--- src/rtl/seg_pkg.sv ---
// Shared seven-segment definitions.
// Holds the segment bit positions within a 7-bit g..a segment word and the
// 16-entry hex-to-segment table in active-high form (bit set = segment lit).
package seg_pkg;

    localparam int unsigned SEG_W = 7;

    // Bit position of each segment inside a {g,f,e,d,c,b,a} word
    localparam int unsigned SEG_A = 0;
    localparam int unsigned SEG_B = 1;
    localparam int unsigned SEG_C = 2;
    localparam int unsigned SEG_D = 3;
    localparam int unsigned SEG_E = 4;
    localparam int unsigned SEG_F = 5;
    localparam int unsigned SEG_G = 6;

    // Glyphs 0-9, A, b, C, d, E, F; every value lights at least one segment
    localparam logic [SEG_W-1:0] HEX_SEG [16] = '{
        7'h3F, 7'h06, 7'h5B, 7'h4F, 7'h66, 7'h6D, 7'h7D, 7'h07,
        7'h7F, 7'h6F, 7'h77, 7'h7C, 7'h39, 7'h5E, 7'h79, 7'h71
    };

endpackage

--- src/rtl/seg_hex_decode.sv ---
// Combinational nibble to seven-segment decoder, active-high output.
// Ports:
//   i_nibble  4-bit hex value
//   o_seg_c   segments {g,f,e,d,c,b,a}, 1 = lit (combinational)
module seg_hex_decode
    import seg_pkg::*;
(
    input  logic [3:0]       i_nibble,
    output logic [SEG_W-1:0] o_seg_c
);

    assign o_seg_c = HEX_SEG[i_nibble];

endmodule

--- src/rtl/seven_seg_scan.sv ---
// Multiplexed seven-segment display scanner.
// A free-running prescaler produces a scan tick every 2^DIV_BITS clocks; each
// tick presents one digit slot (digit enable, segments and dp change together).
// Loaded values sit in a pending register and are promoted to the displayed
// register only at the start of a frame, so a frame never mixes two values.
// Optional feature: define SEG_BLINK_EN to enable per-digit blinking driven by
// a 2^(DIV_BITS+8)-cycle counter; when undefined, blink_mask is ignored.
// Ports:
//   clk, rst    clock, asynchronous active-high reset
//   nums        hex nibbles, nibble i -> digit i (digit 0 rightmost)
//   load        capture strobe for nums/dp_in
//   dp_in       per-digit decimal point request
//   blank_mask  1 = digit forced dark (live)
//   lz_en       leading-zero suppression enable (live)
//   blink_mask  per-digit blink request (SEG_BLINK_EN only)
//   display     segments g..a (registered)
//   dp          decimal point (registered)
//   digit       one-hot digit enables (registered)
//   frame       one-cycle pulse when the scan returns to digit 0
module seven_seg_scan
    import seg_pkg::*;
#(
    parameter int unsigned NUM_DIGITS = 4,
    parameter int unsigned DIV_BITS   = 16,
    parameter bit          ACTIVE_LOW = 1'b1
) (
    input  logic                    clk,
    input  logic                    rst,
    input  logic [4*NUM_DIGITS-1:0] nums,
    input  logic                    load,
    input  logic [NUM_DIGITS-1:0]   dp_in,
    input  logic [NUM_DIGITS-1:0]   blank_mask,
    input  logic                    lz_en,
    input  logic [NUM_DIGITS-1:0]   blink_mask,
    output logic [SEG_W-1:0]        display,
    output logic                    dp,
    output logic [NUM_DIGITS-1:0]   digit,
    output logic                    frame
);

    localparam int unsigned IDX_W   = (NUM_DIGITS > 1) ? $clog2(NUM_DIGITS) : 1;
    localparam int unsigned NUM_W   = 4 * NUM_DIGITS;
    localparam int unsigned BLINK_W = DIV_BITS + 8;

    logic [DIV_BITS-1:0]   r_div;
    logic [IDX_W-1:0]      r_idx;
    logic [NUM_W-1:0]      r_pend_nums;
    logic [NUM_W-1:0]      r_act_nums;
    logic [NUM_DIGITS-1:0] r_pend_dp;
    logic [NUM_DIGITS-1:0] r_act_dp;
    logic [SEG_W-1:0]      r_display;
    logic                  r_dp;
    logic [NUM_DIGITS-1:0] r_digit;
    logic                  r_frame;

    logic                  w_tick;
    logic                  w_wrap;
    logic [IDX_W-1:0]      w_idx_next;
    logic [NUM_W-1:0]      w_act_nums;
    logic [NUM_DIGITS-1:0] w_act_dp;
    logic [3:0]            w_nibble;
    logic                  w_dp_sel;
    logic                  w_blank_sel;
    logic [IDX_W-1:0]      w_hi;
    logic                  w_blink_dark;
    logic                  w_lit;
    logic [SEG_W-1:0]      w_seg_c;
    logic [NUM_DIGITS-1:0] w_dig_on;

    // Prescaler: tick on the all-ones count
    always_ff @(posedge clk or posedge rst) begin
        if (rst) r_div <= '0;
        else     r_div <= r_div + DIV_BITS'(1);
    end

    assign w_tick = &r_div;

    // r_idx is the slot presented at the next tick; presenting slot 0 starts a frame
    assign w_wrap     = w_tick & (r_idx == '0);
    assign w_idx_next = (r_idx == IDX_W'(NUM_DIGITS - 1)) ? '0 : r_idx + IDX_W'(1);

    always_ff @(posedge clk or posedge rst) begin
        if (rst)         r_idx <= '0;
        else if (w_tick) r_idx <= w_idx_next;
    end

    // Value in effect for this cycle's tick; a load coincident with the frame start wins
    assign w_act_nums = w_wrap ? (load ? nums  : r_pend_nums) : r_act_nums;
    assign w_act_dp   = w_wrap ? (load ? dp_in : r_pend_dp)   : r_act_dp;

    // Pending and displayed data registers
    always_ff @(posedge clk or posedge rst) begin
        if (rst) begin
            r_pend_nums <= '0;
            r_pend_dp   <= '0;
            r_act_nums  <= '0;
            r_act_dp    <= '0;
        end else begin
            if (load) begin
                r_pend_nums <= nums;
                r_pend_dp   <= dp_in;
            end
            if (w_wrap) begin
                r_act_nums <= w_act_nums;
                r_act_dp   <= w_act_dp;
            end
        end
    end

    // Select the presented slot and find the highest nonzero nibble
    always_comb begin
        w_nibble    = '0;
        w_dp_sel    = 1'b0;
        w_blank_sel = 1'b0;
        w_hi        = '0;
        for (int i = 0; i < NUM_DIGITS; i++) begin
            if (r_idx == IDX_W'(i)) begin
                w_nibble    = w_act_nums[4*i +: 4];
                w_dp_sel    = w_act_dp[i];
                w_blank_sel = blank_mask[i];
            end
            if (w_act_nums[4*i +: 4] != 4'h0) w_hi = IDX_W'(i);
        end
    end

`ifdef SEG_BLINK_EN
    logic [BLINK_W-1:0] r_blink;
    logic               w_blink_sel;

    always_ff @(posedge clk or posedge rst) begin
        if (rst) r_blink <= '0;
        else     r_blink <= r_blink + BLINK_W'(1);
    end

    always_comb begin
        w_blink_sel = 1'b0;
        for (int i = 0; i < NUM_DIGITS; i++) begin
            if (r_idx == IDX_W'(i)) w_blink_sel = blink_mask[i];
        end
    end

    assign w_blink_dark = r_blink[BLINK_W-1] & w_blink_sel;
`else
    logic w_unused_blink;
    assign w_unused_blink = ^blink_mask;
    assign w_blink_dark   = 1'b0;
`endif

    seg_hex_decode u_dec (
        .i_nibble (w_nibble),
        .o_seg_c  (w_seg_c)
    );

    // Digit 0 is never above w_hi, so an all-zero value still shows one "0"
    assign w_lit = ~w_blank_sel & ~(lz_en & (r_idx > w_hi)) & ~w_blink_dark;

    always_comb begin
        w_dig_on = '0;
        for (int i = 0; i < NUM_DIGITS; i++) begin
            w_dig_on[i] = w_lit & (r_idx == IDX_W'(i));
        end
    end

    // Output registers, polarity applied here
    always_ff @(posedge clk or posedge rst) begin
        if (rst) begin
            r_display <= {SEG_W{ACTIVE_LOW}};
            r_dp      <= ACTIVE_LOW;
            r_digit   <= {NUM_DIGITS{ACTIVE_LOW}};
            r_frame   <= 1'b0;
        end else begin
            r_frame <= w_wrap;
            if (w_tick) begin
                r_display <= (w_lit ? w_seg_c : '0) ^ {SEG_W{ACTIVE_LOW}};
                r_dp      <= (w_lit & w_dp_sel) ^ ACTIVE_LOW;
                r_digit   <= w_dig_on ^ {NUM_DIGITS{ACTIVE_LOW}};
            end
        end
    end

    assign display = r_display;
    assign dp      = r_dp;
    assign digit   = r_digit;
    assign frame   = r_frame;

endmodule

--- config.mk ---
export PLATFORM = sky130hd
export DESIGN_NAME = seven_seg_scan
export DESIGN_NICKNAME = d
export VERILOG_FILES = /design/src/rtl/seg_pkg.sv /design/src/rtl/seg_hex_decode.sv /design/src/rtl/seven_seg_scan.sv
export SDC_FILE = /design/constraint.sdc
export NUM_CORES = 1
export LEC_CHECK = 0
export BUFFER_PORTS_ARGS = -buffer_cell sky130_fd_sc_hd__buf_2
export CAP_MARGIN = 5
export CORE_UTILIZATION = 58
export DETAILED_ROUTE_END_ITERATION = 12
export PLACE_DENSITY = 0.83
export SYNTH_ARGS = -nofsm -noshare
export SYNTH_HDL_FRONTEND = slang
export SYNTH_HIERARCHICAL = 1
export SYNTH_SLANG_ARGS = --single-unit
--- constraint.sdc ---
create_clock -name clk -period 4.25 [get_ports clk]
set_input_delay 0.425 -clock clk [delete_from_list [all_inputs] [get_ports clk]]
set_output_delay 0.425 -clock clk [all_outputs]
set_load 0.1 [all_outputs]
=== Yosys cells after proc, flatten, opt, wreduce, memory -nomap -nowiden ===
Memories as Yosys holds them, arrays and structs flattened.
Cells that the tools add are included.

* Bits in registers: 71
* Memory bits (read-only): 112
* Input bits: 32
* Output and inout bits: 13
* Logic and storage cells: 60
* Memories: 1

* Add/sub/neg operators: 2
* Magnitude comparators: 2
* Equality and inequality tests: 3
* Multiplexer cells: 23
* Bitwise operators: 14
* Reduce and logical (&&, ||, !) cells: 5

{| class="wikitable"
|+ Memories
! memory !! words !! width !! rd ports !! clocked after Yosys merged registers in !! wr ports !! line !! text
|-
| (no name shown) || 16 || 7 || 1 || 0 || 0 || seg_hex_decode.sv:12 || <nowiki>assign o_seg_c = HEX_SEG[i_nibble];</nowiki>
|}

{| class="wikitable"
|+ Operators with widths
! operator !! count
|-
| $mux 16 || 2
|-
| $mux 4 || 6
|-
| $mux 7 || 3
|-
| $add 16x1->16 const B || 1
|-
| $reduce_and 16->1 || 1
|-
| $reduce_bool 4->1 || 3
|-
| $mux 1 || 9
|-
| $and 1x1->1 || 8
|-
| $not 7->7 || 1
|-
| $mux 2 || 3
|-
| $ge 5x5->1 const B || 1
|-
| $not 4->5 || 1
|-
| $eq 2x2->1 const B || 2
|-
| $not 4->4 || 1
|-
| $not 1->1 || 3
|-
| $add 2x1->2 const B || 1
|-
| $eq 2x1->1 const B || 1
|-
| $gt 2x2->1 || 1
|-
| $logic_not 2->1 || 1
|}

=== Depth between registers and ports, before layout ===
* Depth after elaboration: 13
* Gate-level depth with buffers: 14

=== Cells and area by module ===
Netlist, hierarchy kept.

{| class="wikitable"
|+ Modules (own cells, without submodules)
! module !! times used !! cells each !! area an instance (sq um) !! sequential area each (sq um)
|-
| seven_seg_scan || 1 || 249 || 3224.3 || 1791.7
|-
| seg_hex_decode || 1 || 33 || 287.8 || 0.0
|}

=== Least setup slack after synthesis ===
No wires, ideal clock.

* Kind: register to register
* Start point: reg r_div[0]
* End point: reg r_display[3] (netlist: display[3])
* Library setup time: 0.077 ns
* Arrival: 2.996 ns
* Data required time: 4.173 ns
* Path slack: 1.177 ns
* Stages on the path, launching flop included: 11
* Buffers on the path: 1
* Period minus slack after synthesis: 3.073 ns
* Cell sequence: dfrtp_1 ha_1 nand4_2 nor4_4 buf_6 mux2_2 o221a_2 inv_1 ha_1 mux4_1 a31oi_1

* Longest elaborated chain between the ends: 13

{| class="wikitable"
|+ Ends and longest elaborated chain
! item !! line !! text
|-
| start, declared || seven_seg_scan.sv:45 || <nowiki>logic [DIV_BITS-1:0] r_div;</nowiki>
|-
| start signal, assigned || seven_seg_scan.sv:73 || <nowiki>else r_div <= r_div + DIV_BITS'(1);</nowiki>
|-
| $reduce_and 16->1 * || seven_seg_scan.sv:76 || <nowiki>assign w_tick = &r_div;</nowiki>
|-
| $and 1x1->1 * || seven_seg_scan.sv:79 || <nowiki>assign w_wrap = w_tick & (r_idx == '0);</nowiki>
|-
| $mux 16 * || seven_seg_scan.sv:88 || <nowiki>assign w_act_nums = w_wrap ? (load ? nums : r_pend_nums) : r_act_nums;</nowiki>
|-
| $mux 4 (3 in series) || seven_seg_scan.sv:117 || <nowiki>if (r_idx == IDX_W'(i)) begin</nowiki>
|-
| $mux 4 * || seven_seg_scan.sv:117 ||
|-
| named net w_nibble[0] || seven_seg_scan.sv:61 || <nowiki>logic [3:0] w_nibble;</nowiki>
|-
| $not 4->5 (implied by the code) * || seg_hex_decode.sv:12 ||
|-
| $mem_v2 16x7 * || - ||
|-
| $mux 7 (implied by the code) * (2 in series) || seg_hex_decode.sv:12 ||
|-
| named net w_seg_c[3] || seven_seg_scan.sv:67 || <nowiki>logic [SEG_W-1:0] w_seg_c;</nowiki>
|-
| $mux 7 * || seven_seg_scan.sv:174 || <nowiki>r_display <= (w_lit ? w_seg_c : '0) ^ {SEG_W{ACTIVE_LOW}};</nowiki>
|-
| $not 7->7 (no source line) * || - ||
|-
| end signal, assigned || seven_seg_scan.sv:167 || <nowiki>r_display <= {SEG_W{ACTIVE_LOW}};</nowiki>
|-
| end signal, assigned || seven_seg_scan.sv:174 ||
|-
| end, declared || seven_seg_scan.sv:51 || <nowiki>logic [SEG_W-1:0] r_display;</nowiki>
|}

The timed path passes the listed nets; every way through them passes the cells marked *. The select of a mux whose other input is x is not followed.
A chain may end at the register's enable or synchronous reset.

=== Final worst setup path ===
* Start point: reg r_idx[0]
* End point: reg r_display[3] (netlist: display[3])

* Longest elaborated chain between the ends: 13

{| class="wikitable"
|+ Ends and longest elaborated chain
! item !! line !! text
|-
| start, declared || seven_seg_scan.sv:46 || <nowiki>logic [IDX_W-1:0] r_idx;</nowiki>
|-
| start signal, assigned || seven_seg_scan.sv:84 || <nowiki>else if (w_tick) r_idx <= w_idx_next;</nowiki>
|-
| $logic_not 2->1 || seven_seg_scan.sv:79, seven_seg_scan.sv:117 ||
|-
| $and 1x1->1 || seven_seg_scan.sv:79 ||
|-
| $mux 16 || seven_seg_scan.sv:88 ||
|-
| $mux 4 (3 in series) || seven_seg_scan.sv:117 ||
|-
| $mux 4 * || seven_seg_scan.sv:117 ||
|-
| named net w_nibble[1] || seven_seg_scan.sv:61 ||
|-
| $not 4->5 (implied by the code) * || seg_hex_decode.sv:12 ||
|-
| $mem_v2 16x7 * || - ||
|-
| $mux 7 (implied by the code) * (2 in series) || seg_hex_decode.sv:12 ||
|-
| named net w_seg_c[3] || seven_seg_scan.sv:67 ||
|-
| $mux 7 * || seven_seg_scan.sv:174 ||
|-
| $not 7->7 (no source line) * || - ||
|}

Marked as above.

==> results by group <==
Global routing
  • Global-route wire length before repair: 11100 um
  • Overall track demand over capacity in global routing: a little under a quarter
  • Grt total ovfl: 0
  • Pin count of the biggest net entering global routing: 40
  • Vias in the first global route: 2398
  • Number of antenna violations at the first check in global routing: 0

Pwr
  • Switching power: 295 uW
  • Leakage power: about 0.0018 uW
  • Gate power share: about 5.2%
  • Switching part of the total: 21.8%
  • Clock network power share: 42.9%
  • Power density of the placed cells: 340 mW/mm^2
  • Sequential fraction of design power: a little over half
  • Maximum VDD drop: between 200 and 250 uV
  • Internal Power: about 1100 uW

Layout
  • Final antenna diode count: 0
  • Number of nets in the layout: 371
  • Share of cells above drive strength 1: 39.7%
  • Layout overhead on the synthesized area: 13.1%
  • Utilization after layout: about 70%
  • Non-filler cells, final: around 400

STA
  • Slew of the pin with the lowest slew margin: approximately 0.78 ns
  • Final worst slack: 0.726 ns
  • Max Slew Vio Count: 0
  • Crit path time final: 3.52 ns
  • Setup total negative slack: 0 ns
  • Part of the cycle the worst path needs: about 83%
  • Maximum clock skew at final layout: 0.00548 ns
  • RSZ-0062 raised after global routing: false
  • Number of failing setup endpoints in the final timing report: 0
  • FMAX: ~280 MHz
  • Hold violation count in the final report: 0
  • Max-slew headroom at the worst pin: around 48%

Worst setup path
  • Worst reg2reg path depth: 13
  • Worst Setup EP: display[3]
  • Critical Path End Type: register
  • Data arrival, critical path: approximately 3.8 ns
  • Worst R2R Start: r_idx[0]
  • Worst setup path startpoint: r_idx[0]
  • Element type at the critical path start: register
  • Cells traversed along the worst timing path: inv_1 > ha_1 > nand4_1 > nor4_4 > buf_4 > mux2_2 > a221o_1 > o221a_2 > inv_1 > ha_1 > inv_1 > mux4_1 > a31oi_1
  • Required time at the endpoint of the critical path: approximately 4.5 ns
  • Reg-to-reg slack, setup: 0.73 ns
  • Most repeated library cell on the critical path: inv_1
  • Capture instance of the worst register-to-register path: display[3]
  • Cell with the largest stage delay on the worst path: mux4_1
  • Stage delay of the slowest cell on the critical path: approximately 0.47 ns
  • Maximum fanout encountered on the critical timing path: 24
  • Crit Path Category: register to register

Yosys
  • Leading cell types by total area after synthesis: dfrtp_1 (42%), mux2_2 (15%), dfstp_2 (9.0%)
  • Yosys Warn Count: 6
  • Post-synth top area share: 42.0%
  • Asr flop ratio synth: 100%
  • Synthesized instance count: ~280
  • Library cell with the largest summed area after synthesis: dfrtp_1
  • Post-synth EDFFs: 0
  • Net count after synthesis: approximately 330
  • Avg Inst Size Synth: ~12 um^2
  • Post-synthesis sequential area ratio: around half
  • FF+latch count, synth: between 70 and 80
  • Post-synth design cell area: 0.00351 mm^2
  • Flip-flop cell with the highest count after synthesis: dfrtp_1
  • Distinct cells, synth: 47

Placed design
  • IO Port Bufs: 40
  • Routability Congestion: between 0.8 and 0.9
  • Place WS: 0.763 ns
  • DP HPWL: 4610 um
  • Placed Cells: around 390

Floorplanning
  • Die area: 0.00637 mm^2
  • Top-Level Pins: 45
  • Die Span X: 79.8 um
  • Core area: between 0.005 and 0.006 mm^2
  • Initial core utilization: 61.9%
  • # rows: 27
  • Height of the chip: around 80 um

Routing
  • DR iter-0 viols: roughly 160
  • Total wire length: 6490 um
  • Routed wirelength normalized by instance count: about 16 um
  • Residual antenna-violating net count after detailed routing: 0
  • Via density: 5.90
  • Count of TritonRoute iterations in the first routing pass: 4
  • Vias post-DR: 2371
  • Count of unresolved DRC violations after routing: 0

Outcome
  • Result of the run: complete, no violations

Clocking
  • Number of levels in the clock H-tree: 3
  • Deepest clock path buffer count: 2
  • Number of setup buffers added after CTS: 0
  • Sink count of the clock tree: 71
  • TritonCTS clock tree: yes
  • CTS Buf Count: 9
  • Post-cts repair resize count: 0
  • Clock-pin slew on the worst setup and hold paths: around 0.070 ns
  • Clock latency on the worst-skew pair: 0.35 ns
  • Count of hold buffers inserted by post-cts repair: 0
  • Clock Tree Root: clkbuf_8

Worst hold path
  • Class of the most critical hold timing path: input port to async pin

Job
  • Max-cap viol count: 0
## worst min path at each step
stage	startpoint	endpoint	slack [ns]	depth (start not counted)
after global routing	rst	r_div[0]	0.30	2
after floorplan	r_div[0]	r_div[0]	0.41	1
final	rst	r_div[0]	0.22	2
after CTS	rst	r_div[0]	0.23	2
after detailed placement	r_div[0]	r_div[0]	0.45	1
after global placement	r_div[0]	r_div[0]	0.43	1
## worst max-delay path: cells and delay by family (launching register included)
family / cells / cell delay (ns)
adders and majority gates: 2 / 0.55
muxes: 2 / 0.86
AOI/OAI and AO/OA: 3 / 0.62
and+or+nand+nor: 2 / 0.31
DFF: 1 / 0.41
buffers and inverters: 4 / 0.69
## sequential cells by signal (all words and copies together), names as in the netlist
| signal | count |
|---|---|
| r_pend_nums | 16 |
| r_div | 16 |
| r_idx | 2 |
| r_act_dp | 4 |
| r_act_nums | 16 |
| frame | 1 |
| dp | 1 |
| r_pend_dp | 4 |
| digit | 4 |
| display | 7 |
## area by class of cell
cell class | count | area (um^2)
Multi-Input combinational cell | 187 | 1600
Tap cell | 72 | 90.1
Inverter | 12 | 45.0
Timing Repair Buffer | 44 | 230
Fill cell | 418 | 1700
Clock inverter | 6 | 83.8
Clock buffer | 10 | 128
Sequential cell | 71 | 1790
## per-stage QoR
| stage | total power [uW] | cell area, um^2 | hold slack (ns) |
|---|---|---|---|
| after global placement | 781 | 3760 | 0.429 |
| final | 1350 | 3970 | 0.222 |
| after global routing | 1410 | 3970 | 0.302 |
| after floorplan | 757 | 3510 | 0.415 |
| after detailed placement | 786 | 3760 | 0.455 |
| after CTS | 1360 | 3970 | 0.228 |
## power groups by stage
stage | Combinational [uW] | Clock [uW] | Sequential (uW)
2_1_floorplan | 44.9 | 0 | 712
6_report | 70.0 | 579 | 702
5_1_grt | 79.2 | 626 | 704
3_3_place_gp | 67.8 | 0 | 713
3_5_place_dp | 71.2 | 0 | 715
4_1_cts | 71.5 | 591 | 702
## logic make-up (layout without fill, tap and decap cells)
| family | after synthesis | in the layout | share of synthesized area, % |
|---|---|---|---|
| AO/OA/AOI/OAI | 42 | 42 | 9.23 |
| XOR/XNOR | 14 | 14 | 3.49 |
| adder cells (fa/ha/maj) | 14 | 14 | 4.99 |
| buffers and inverters | 24 | 72 | 3.35 |
| flip-flops | 71 | 71 | 51.0 |
| multiplexers | 52 | 52 | 17.0 |
| AND/OR/NAND/NOR | 65 | 65 | 11.0 |
## metal layers
layer	GRT usage (%)	up-vias	share of wire, %
li1	-	1123	-
met1	30.0	1184	44
met2	38.1	52	49
met3	5.14	12	4.6
met4	11.4	0	2.0
met5	0	-	0
## cell usage after synthesis (all sizes together), types with 4 or more instances
cell,number
inv,12
nand3,4
mux2i,4
dfrtp,59
nor3,5
dfstp,12
ha,14
o221a,4
mux2,47
a31oi,12
nand4,7
xor2,5
nor4,6
a221o,4
nor2,18
buf,10
nand2,11
a21oi,4
xnor2,9
## layout by cell type, fill, tap and decap left out, drive strengths merged, types with 4 or more instances in the layout
master,count
a21oi,4
a221o,4
a31oi,12
buf,44
clkbuf,10
dfrtp,59
dfstp,12
ha,14
inv,13
mux2,47
mux2i,4
nand2,11
nand3,4
nand4,7
nor2,18
nor3,5
nor4,6
o221a,4
xnor2,9
xor2,5
Power figures use the tool's default switching activity.
